**src/rtl/pilha_pkg.sv**
```systemverilog
// pilha_pkg: shared defaults, push-source encoding and FSM state type for the data stack.
package pilha_pkg;

  localparam int WIDTH_DEF = 8;
  localparam int DEPTH_DEF = 16;

  localparam logic SRC_DADO = 1'b0;
  localparam logic SRC_ULA  = 1'b1;

  typedef enum logic {
    OPERA = 1'b0,
    ERRO  = 1'b1
  } estado_t;

endpackage

```
**src/rtl/pilha_mem.sv**
```systemverilog
// pilha_mem: DEPTH x WIDTH register array; write takes effect on the clock edge, read is combinational.
module pilha_mem #(
  parameter int WIDTH = 8,
  parameter int DEPTH = 16,
  localparam int AW   = $clog2(DEPTH)
) (
  input  logic             clock_i,
  input  logic             we_i,
  input  logic [AW-1:0]    waddr_i,
  input  logic [WIDTH-1:0] wdata_i,
  input  logic [AW-1:0]    raddr_i,
  output logic [WIDTH-1:0] rdata_o
);

  logic [WIDTH-1:0] mem_q [DEPTH];

  // Contents survive reset on purpose; the level counter decides what is valid.
  always_ff @(posedge clock_i) begin
    if (we_i) begin
      mem_q[waddr_i] <= wdata_i;
    end
  end

  assign rdata_o = mem_q[raddr_i];

endmodule

```
**src/rtl/pilha_dados.sv**
```systemverilog
// pilha_dados: LIFO data stack; pop result registered (latency 1), no backpressure, overflow/underflow flagged on erro.
// Build with PILHA_ERRO_STICKY_EN to latch errors and ignore every operation until reset.
module pilha_dados
  import pilha_pkg::*;
#(
  parameter int WIDTH = WIDTH_DEF,
  parameter int DEPTH = DEPTH_DEF,
  localparam int AW   = $clog2(DEPTH),
  localparam int LW   = $clog2(DEPTH) + 1
) (
  input  logic             clock,
  input  logic             reset,
  input  logic             op_en,
  input  logic             wren,
  input  logic             controle,
  input  logic [WIDTH-1:0] data_in,
  input  logic [WIDTH-1:0] ula_in,
  output logic [WIDTH-1:0] data_out,
  output logic             data_out_valid,
  output logic [WIDTH-1:0] topo,
  output logic [LW-1:0]    nivel,
  output logic             cheia,
  output logic             vazia,
  output logic             erro
);

  estado_t          estado_q, estado_d;
  logic [LW-1:0]    nivel_q, nivel_d;
  logic [WIDTH-1:0] dout_q, dout_d;
  logic             vld_q, vld_d;
  logic             erro_q, erro_d;
  logic             arm_q;

  logic             cheia_w, vazia_w;
  logic             op_ok, do_push, do_pop, falha;
  logic [AW-1:0]    top_addr;
  logic [WIDTH-1:0] rd_dat, push_dat;

  assign cheia_w  = (nivel_q == LW'(DEPTH));
  assign vazia_w  = (nivel_q == '0);
  // arm_q swallows any strobe on the first edge after reset release.
  assign op_ok    = op_en && arm_q && (estado_q == OPERA);
  assign do_push  = op_ok && wren && !cheia_w;
  assign do_pop   = op_ok && !wren && !vazia_w;
  assign falha    = op_ok && (wren ? cheia_w : vazia_w);
  assign top_addr = nivel_q[AW-1:0] - AW'(1);
  assign push_dat = (controle == SRC_ULA) ? ula_in : data_in;

  pilha_mem #(
    .WIDTH (WIDTH),
    .DEPTH (DEPTH)
  ) u_mem (
    .clock_i (clock),
    .we_i    (do_push),
    .waddr_i (nivel_q[AW-1:0]),
    .wdata_i (push_dat),
    .raddr_i (top_addr),
    .rdata_o (rd_dat)
  );

  always_comb begin
    estado_d = estado_q;
    nivel_d  = nivel_q;
    dout_d   = dout_q;
    vld_d    = 1'b0;
    if (do_push) begin
      nivel_d = nivel_q + LW'(1);
    end
    if (do_pop) begin
      nivel_d = nivel_q - LW'(1);
      dout_d  = rd_dat;
      vld_d   = 1'b1;
    end
`ifdef PILHA_ERRO_STICKY_EN
    erro_d = erro_q | falha;
`else
    erro_d = falha;
`endif
    case (estado_q)
      OPERA: begin
`ifdef PILHA_ERRO_STICKY_EN
        if (falha) estado_d = ERRO;
`endif
      end
      ERRO:    estado_d = ERRO;
      default: estado_d = OPERA;
    endcase
  end

  always_ff @(posedge clock or negedge reset) begin
    if (!reset) begin
      estado_q <= OPERA;
      nivel_q  <= '0;
      dout_q   <= '0;
      vld_q    <= 1'b0;
      erro_q   <= 1'b0;
      arm_q    <= 1'b0;
    end else begin
      estado_q <= estado_d;
      nivel_q  <= nivel_d;
      dout_q   <= dout_d;
      vld_q    <= vld_d;
      erro_q   <= erro_d;
      arm_q    <= 1'b1;
    end
  end

  assign data_out       = dout_q;
  assign data_out_valid = vld_q;
  assign topo           = vazia_w ? '0 : rd_dat;
  assign nivel          = nivel_q;
  assign cheia          = cheia_w;
  assign vazia          = vazia_w;
  assign erro           = erro_q;

endmodule

```
**config.mk**
```make
export PLATFORM = sky130hd
export DESIGN_NAME = pilha_dados
export DESIGN_NICKNAME = d
export VERILOG_FILES = /design/src/rtl/pilha_pkg.sv /design/src/rtl/pilha_mem.sv /design/src/rtl/pilha_dados.sv
export SDC_FILE = /design/constraint.sdc
export NUM_CORES = 1
export LEC_CHECK = 0
export CAP_MARGIN = 0
export CORE_ASPECT_RATIO = 1.5
export CORE_MARGIN = 2
export CORE_UTILIZATION = 50
export CTS_CLUSTER_DIAMETER = 60
export DETAILED_ROUTE_END_ITERATION = 8
export PLACE_DENSITY_LB_ADDON = 0.1
export SLEW_MARGIN = 20
export SYNTH_ARGS = -nofsm -noshare
export SYNTH_HDL_FRONTEND = slang
export SYNTH_SLANG_ARGS = --single-unit
```
**constraint.sdc**
```tcl
create_clock -name clock -period 4 [get_ports clock]
set_input_delay 0.4 -clock clock [delete_from_list [all_inputs] [get_ports clock]]
set_output_delay 0.4 -clock clock [all_outputs]
set_load 0.02 [all_outputs]
```
# --- After elaboration in Yosys (flattened, before gate mapping) ---
# Memory sizes are Yosys's and may differ from the RTL's.
# Cells that the tools add are included.
totals:
  mem_count: 1
  elab_cells: 33
  ramBits: 128
  register_bits: 17
mem_list:
  columns: ["name", "depth", "word_bits", "read_ports", "rd_ports_with_merged_regs", "wr", "line", "rtl"]
  rows:
  - ["u_mem.mem_q", 16, 8, 1, 0, 1, "pilha_mem.sv:15", "logic [WIDTH-1:0] mem_q [DEPTH];"]
classes:
  mux: 9
  eq_ne: 1
  bitwise_logic: 1
  addsub: 3
  n_reduce_logical: 12
op_table:
  columns: ["operator", "count"]
  rows:
  - ["$mux 8", 2]
  - ["$mux 5", 2]
  - ["$logic_and 1x1->1", 7]
  - ["$add 5x1->5 const B", 1]
  - ["$eq 5x5->1 const B", 1]
  - ["$logic_not 5->1", 1]
  - ["$mux 1", 5]
  - ["$sub 5x1->5 const B", 1]
  - ["$sub 4x1->4 const B", 1]
  - ["$logic_not 1->1", 3]
  - ["$reduce_bool 2->1", 1]
  - ["$not 1->1", 1]

# --- Logic depth before layout (Yosys ltp) ---
logic_depth:
  depth_word: 6
  depth_mapped: 14

# --- Cells and area by module ---
# Synthesis repeated with hierarchy kept, for this count alone.
unflattened:
  cells_unflattened: 321
  area_unflattened_um2: 6029.5
by_module_without_submodules:
  columns: ["module", "n_inst", "area_each_um2", "cells_per_inst"]
  rows:
  - ["pilha_mem", 1, 4987.3, 221]
  - ["pilha_dados", 1, 1042.2, 100]

# --- Worst setup path before layout ---
# Ideal clock, no wire load.
synth_timing:
  kind: "register -> register"
  startpoint: "reg nivel_q[0] (netlist: nivel[0])"
  endpoint: "reg nivel_q[4] (netlist: nivel[4])"
  path_slack_ns: 0.991
  setup_time_ns: 0.122
  synth_period_minus_slack_ns: 3.009
  n_path_buf: 2
  arrival_time_ns: 2.887
  stages_incl_launch_ff: 15
  cell_sequence: "dfrtp_1 -> buf_4 -> inv_1 -> ha_1 -> nor4b_2 -> or3_4 -> clkinv_2 -> buf_4 -> xnor2_1 -> ha_1 -> nor3_1 -> o31ai_1 -> o221ai_2 -> a2bb2oi_1 -> o2bb2ai_1"
synth_between:
  elab_chain_len: 4
  elab_cells_between_ends: 11
  classes_between: "add/sub (2); eq/ne (1); mux (2); reduce/logical (6)"
synth_rtl:
  columns: ["item", "line", "rtl"]
  rows:
  - ["start, declared", "pilha_dados.sv:28", "logic [LW-1:0] nivel_q, nivel_d;"]
  - ["start signal, assigned", "pilha_dados.sv:100", "nivel_q <= nivel_d;"]
  - ["$logic_not 5->1 *", "pilha_dados.sv:40", "assign vazia_w = (nivel_q == '0);"]
  - ["$logic_not 1->1 *", "pilha_dados.sv:44", "assign do_pop = op_ok && !wren && !vazia_w;"]
  - ["$logic_and 1x1->1 *", "pilha_dados.sv:44", null]
  - ["named net do_pop", "pilha_dados.sv:35", "logic op_ok, do_push, do_pop, falha;"]
  - ["$mux 5 / $reduce_bool 2->1 (equally long branches)", null, null]
# The timed path passes the listed nets; every way through them passes the cells marked *. The select of a mux whose other input is x is not followed.
# A chain may end at the register's enable or synchronous reset.

# --- Final worst setup path ---
layout_timing:
  startpoint: "reg nivel_q[1] (netlist: nivel[1])"
  endpoint: "out topo[4]"
layout_between:
  elab_chain_len: 3
  elab_cells_between_ends: 4
  classes_between: "add/sub (1); mux (1); reduce/logical (1); memory (1)"
layout_rtl:
  columns: ["item", "line", "rtl"]
  rows:
  - ["$sub 4x1->4", "pilha_dados.sv:46", "assign top_addr = nivel_q[AW-1:0] - AW'(1);"]
  - ["$mem_v2 16x8", null, null]
  - ["$mux 8 *", "pilha_dados.sv:110", "assign topo = vazia_w ? '0 : rd_dat;"]
  - ["end, declared", "pilha_dados.sv:20", "output logic [WIDTH-1:0] topo,"]
# Every way passes the cells marked *; elsewhere a longest branch is shown, timed or not.

==> run summary <==
The DRC violation count after routing is 0. For this run, global-route usage on met3 was measured as 5.11%. The critical path starts at nivel[1].

The total chip power is 5.91 mW, and the placer's final routability congestion estimate is 0.787. For the number of standard cells after synthesis, the log shows 348. The endpoint identified for the worst register-to-register timing path is nivel[4]. Number of global-route vias before repair: 3394.

The total core area is 12000 µm². The critical path capture point is topo[4]. The worst setup path is captured at an output port.

The portion of the clock cycle consumed by the worst path in the final layout is 93.2%, and the number of enable-type register cells in the synthesized netlist is 128. Die area: 13300 µm². The flow ran to the end, and the final reports show no timing, DRC or antenna violations. On the critical path, the stage with the largest delay is an instance of sky130_fd_sc_hd__clkdlybuf4s50_1. The number of hold buffers added after CTS was 0. Traced cell by cell, the critical path runs through inv_1 > ha_1 > o21ai_1 > mux2i_2 > a32oi_2 > o22a_1 > a21oi_1 > clkdlybuf4s50_1. Measured against its own limit, the worst slew margin works out to 35.0%. For this run, the number of Yosys warnings is 0.

Register bit count reported by yosys: 144. The critical path's top delay family was compound AO/OA/AOI/OAI gates. Category of the critical setup timing path: reg2out.

Entering global routing, the biggest net connects 42 pins. Shortest clock period the worst path allows after layout: 3730 ps. In the global route stage, met2 resource usage came out at 37.2%. The footprint of the multi-input gates is 1680 µm², and the setup slack of the worst register-to-register path is 760 ps.

The combined flip-flop and latch cell area was 4250 µm²; the total number of vias was 3247. The area of all placed cells without fillers was 7380 µm²; the part of the Yosys area used for sequential elements was 68.6%. After filler insertion, the fill cell instance count of the layout stands at 927. The final-layout setup total negative slack was 0 ps; the die extent in x was 94.8 µm.

Across the routed clock network, the largest skew measured is 8.05 ps. TritonCTS built the clock tree. Detailed placement ended at an HPWL of 8690 µm. The logs give 17 for the number of buffers added by the clock tree synthesis step and 6180 µm² for the total standard cell area after synthesis. For the required time at the endpoint of the critical path, the log shows 3600 ps. Type of origin of the critical path: a register. In this run the number of cells on the critical path is 8. The number of gates resized after CTS was 0. Once layout is complete, the utilization of the core stands at 61.4%. The run gives 0 as the number of buffers inserted to repair setup after CTS. The detail route stage leaves a number of antenna-violating nets equal to 0. Of all flip-flops after synthesis, the portion carrying an async set or reset was 11.1%. Maximum clock frequency: 0.268 GHz.

The tools report the total wire length as 13100 µm. The logs give 0 for the antenna diode count and 51.5% for the initial core utilization. The instance area at placement came out at 6740 µm².

The tool flagged a number of max-cap violations equal to 0. The root buffer cell chosen for the clock tree is sky130_fd_sc_hd__clkbuf_16. Signed area change from the synthesized netlist to the final layout: 19.3%. The library cell used most frequently in the layout, excluding fill and tap cells, is sky130_fd_sc_hd__edfxtp_1.

The highest-utilization routing layer at the global route stage was met2. After the last flow step, the layout net total stands at 428. The final worst setup slack was 271 ps; the number of detailed-routing iterations run before antenna repair was 4. Counting every net in the synthesized netlist gives 375. The tools report the sink count of the clock tree as 144. Setup repair after global routing left no endpoint under its margin. For the clock latency of the later-clocked register in the worst-skew pair, the log shows 410 ps.

A synthesized cell averages 17.8 µm². The floorplan has 49 rows. Global routing used 27.3% of the available met1 tracks. The run gives 567 as the final non-filler cell total. The number of setup violations in the final report is 0, and the power density over cell area is 801 nW/µm². OpenSTA, run right after detailed placement, puts the worst setup slack at 683 ps. For the initial antenna violation count, the log shows 0. The predominant post-synthesis flop cell is sky130_fd_sc_hd__edfxtp_1. The detail-routed via count per cell was 5.73; the top-level I/O count was 46.

Across all hold checks on the routed design, the worst slack comes to 464 ps. The largest single stage delay on the critical path is 630 ps. For the worst setup path, the data arrival time is 3330 ps. After synthesis, the netlist uses 45 different library cells. The vertical die dimension works out to 140 µm.

The longest clock path from root to sink contains 2 buffers. The transition time at the pin with the least slew margin is 951 ps, and the number of failing hold endpoints at the final stage is 0. In the layout the commonest cells are 128 x sky130_fd_sc_hd__edfxtp_1, 45 x sky130_fd_sc_hd__clkdlybuf4s50_1, 28 x sky130_fd_sc_hd__inv_1, 18 x sky130_fd_sc_hd__mux4_2, 17 x sky130_fd_sc_hd__clkbuf_16.

Class of the most critical hold timing path: in2async. IR analysis of the VDD net gives a maximum drop of 0.390 mV. Along the worst path, the maximum fanout reaches 11. The critical path contains buffers and inverters numbering 2 combined. For this design the static power due to leakage is 2.60 nW. The tools report the startpoint of the most critical register-to-register path as nivel[1]. Of the cells placed in the final design, the portion with a size suffix greater than 1 is 20.8%.

In the final routed layout, each cell accounts on average for 23.1 µm. Total global routing track utilization: 21.7%. The aggregate global routing overflow came out at 0. After clock tree synthesis, the clock-pin slew on the worst setup and hold paths is 60 ps. The violation count after the first detailed-routing iteration is 250, and the final number of max-transition violations is 0.

Counting tap cells, the placed design contains a total of 535 instances. The cell count of the worst reg-to-reg path is 12. The number of port buffers is 45, and the total number of H-tree levels is 4.

The first global-routing pass estimated 20500 µm of wire.
==> cells by family (layout without fill, tap and decap cells) <==
| family | count (synthesis) | count (layout) | share of synthesized area, % |
|---|---|---|---|
| fa+ha+maj | 6 | 6 | 1.21 |
| buf+inv | 53 | 119 | 4.29 |
| simple gates | 48 | 48 | 4.45 |
| xor+xnor | 5 | 5 | 0.708 |
| compound gates | 50 | 50 | 6.45 |
| mux | 41 | 41 | 14.2 |
| other cells | 1 | 1 | 0.0606 |
| flops | 144 | 144 | 68.6 |
==> metal layers <==
| metal | up-vias | routed length (µm) |
|---|---|---|
| li1 | 1474 | - |
| met1 | 1660 | 5270 |
| met2 | 108 | 7130 |
| met3 | 5 | 620 |
| met4 | 0 | 80 |
| met5 | - | 0 |
==> report_power, final <==
part / internal (mW) / switching, mW / leakage (nW)
logic: 1.10 / 1.28 / 0.960
registers: 1.75 / 0.107 / 1.34
clock network: 1.07 / 0.605 / 0.305
total: 3.92 / 1.99 / 2.60
==> worst min-delay path by stage <==
| stage | startpoint | slack [ps] | to |
|---|---|---|---|
| 6_report | reset | 460 | nivel[4] |
| 5_1_grt | reset | 540 | nivel[4] |
| 4_1_cts | reset | 480 | nivel[4] |
| 3_5_place_dp | data_out[7] | 550 | data_out[7] |
| 3_3_place_gp | data_out[7] | 540 | data_out[7] |
| 2_1_floorplan | reset | 100 | arm_q |
==> worst reg2reg max path, delay by kind of cell (launching register included) <==
kind,cells,cell delay (ps)
simple gates,3,690
compound gates,4,660
fa+ha+maj,2,600
flops,1,590
buf+inv,2,440
xor+xnor,1,160
==> final cells by class <==
class | instances | share of cell area (%)
Sequential cell | 144 | 57.5
Clock buffer | 20 | 6.05
Tap cell | 153 | 2.59
Multi-Input combinational cell | 151 | 22.8
Clock inverter | 12 | 2.46
Inverter | 39 | 2.00
Timing Repair Buffer | 48 | 6.58
==> registers in the layout, indices dropped and copies added (netlist names) <==
register,cells
u_mem.mem_q,128
nivel,5
arm_q,1
erro,1
data_out_valid,1
data_out,8
==> cells in the mapped netlist (2+ instances only) <==
cell type,n,area [µm²]
sky130_fd_sc_hd__edfxtp_1,128,3840
sky130_fd_sc_hd__inv_1,28,105
sky130_fd_sc_hd__mux4_2,18,405
sky130_fd_sc_hd__dfrtp_1,16,400
sky130_fd_sc_hd__o22a_1,16,140
sky130_fd_sc_hd__mux4_1,14,368
sky130_fd_sc_hd__and2_1,13,81.3
sky130_fd_sc_hd__nor2_1,12,45.0
sky130_fd_sc_hd__a21oi_1,10,50.1
sky130_fd_sc_hd__inv_2,10,37.5
sky130_fd_sc_hd__a31oi_1,8,50.1
sky130_fd_sc_hd__mux2_2,8,90.1
sky130_fd_sc_hd__ha_1,6,75.1
sky130_fd_sc_hd__buf_2,5,25.0
sky130_fd_sc_hd__nand2_1,5,18.8
sky130_fd_sc_hd__xnor2_1,5,43.8
sky130_fd_sc_hd__and3_1,4,25.0
sky130_fd_sc_hd__nor3_1,4,20.0
sky130_fd_sc_hd__buf_4,3,22.5
sky130_fd_sc_hd__o21ai_1,3,15.0
sky130_fd_sc_hd__a22oi_2,2,25.0
sky130_fd_sc_hd__a32oi_2,2,32.5
sky130_fd_sc_hd__buf_12,2,40.0
sky130_fd_sc_hd__buf_6,2,22.5
sky130_fd_sc_hd__clkbuf_1,2,7.51
sky130_fd_sc_hd__nand3_1,2,10.0
sky130_fd_sc_hd__o31ai_1,2,15.0
Note: power is estimated with default switching activity, not from simulation.
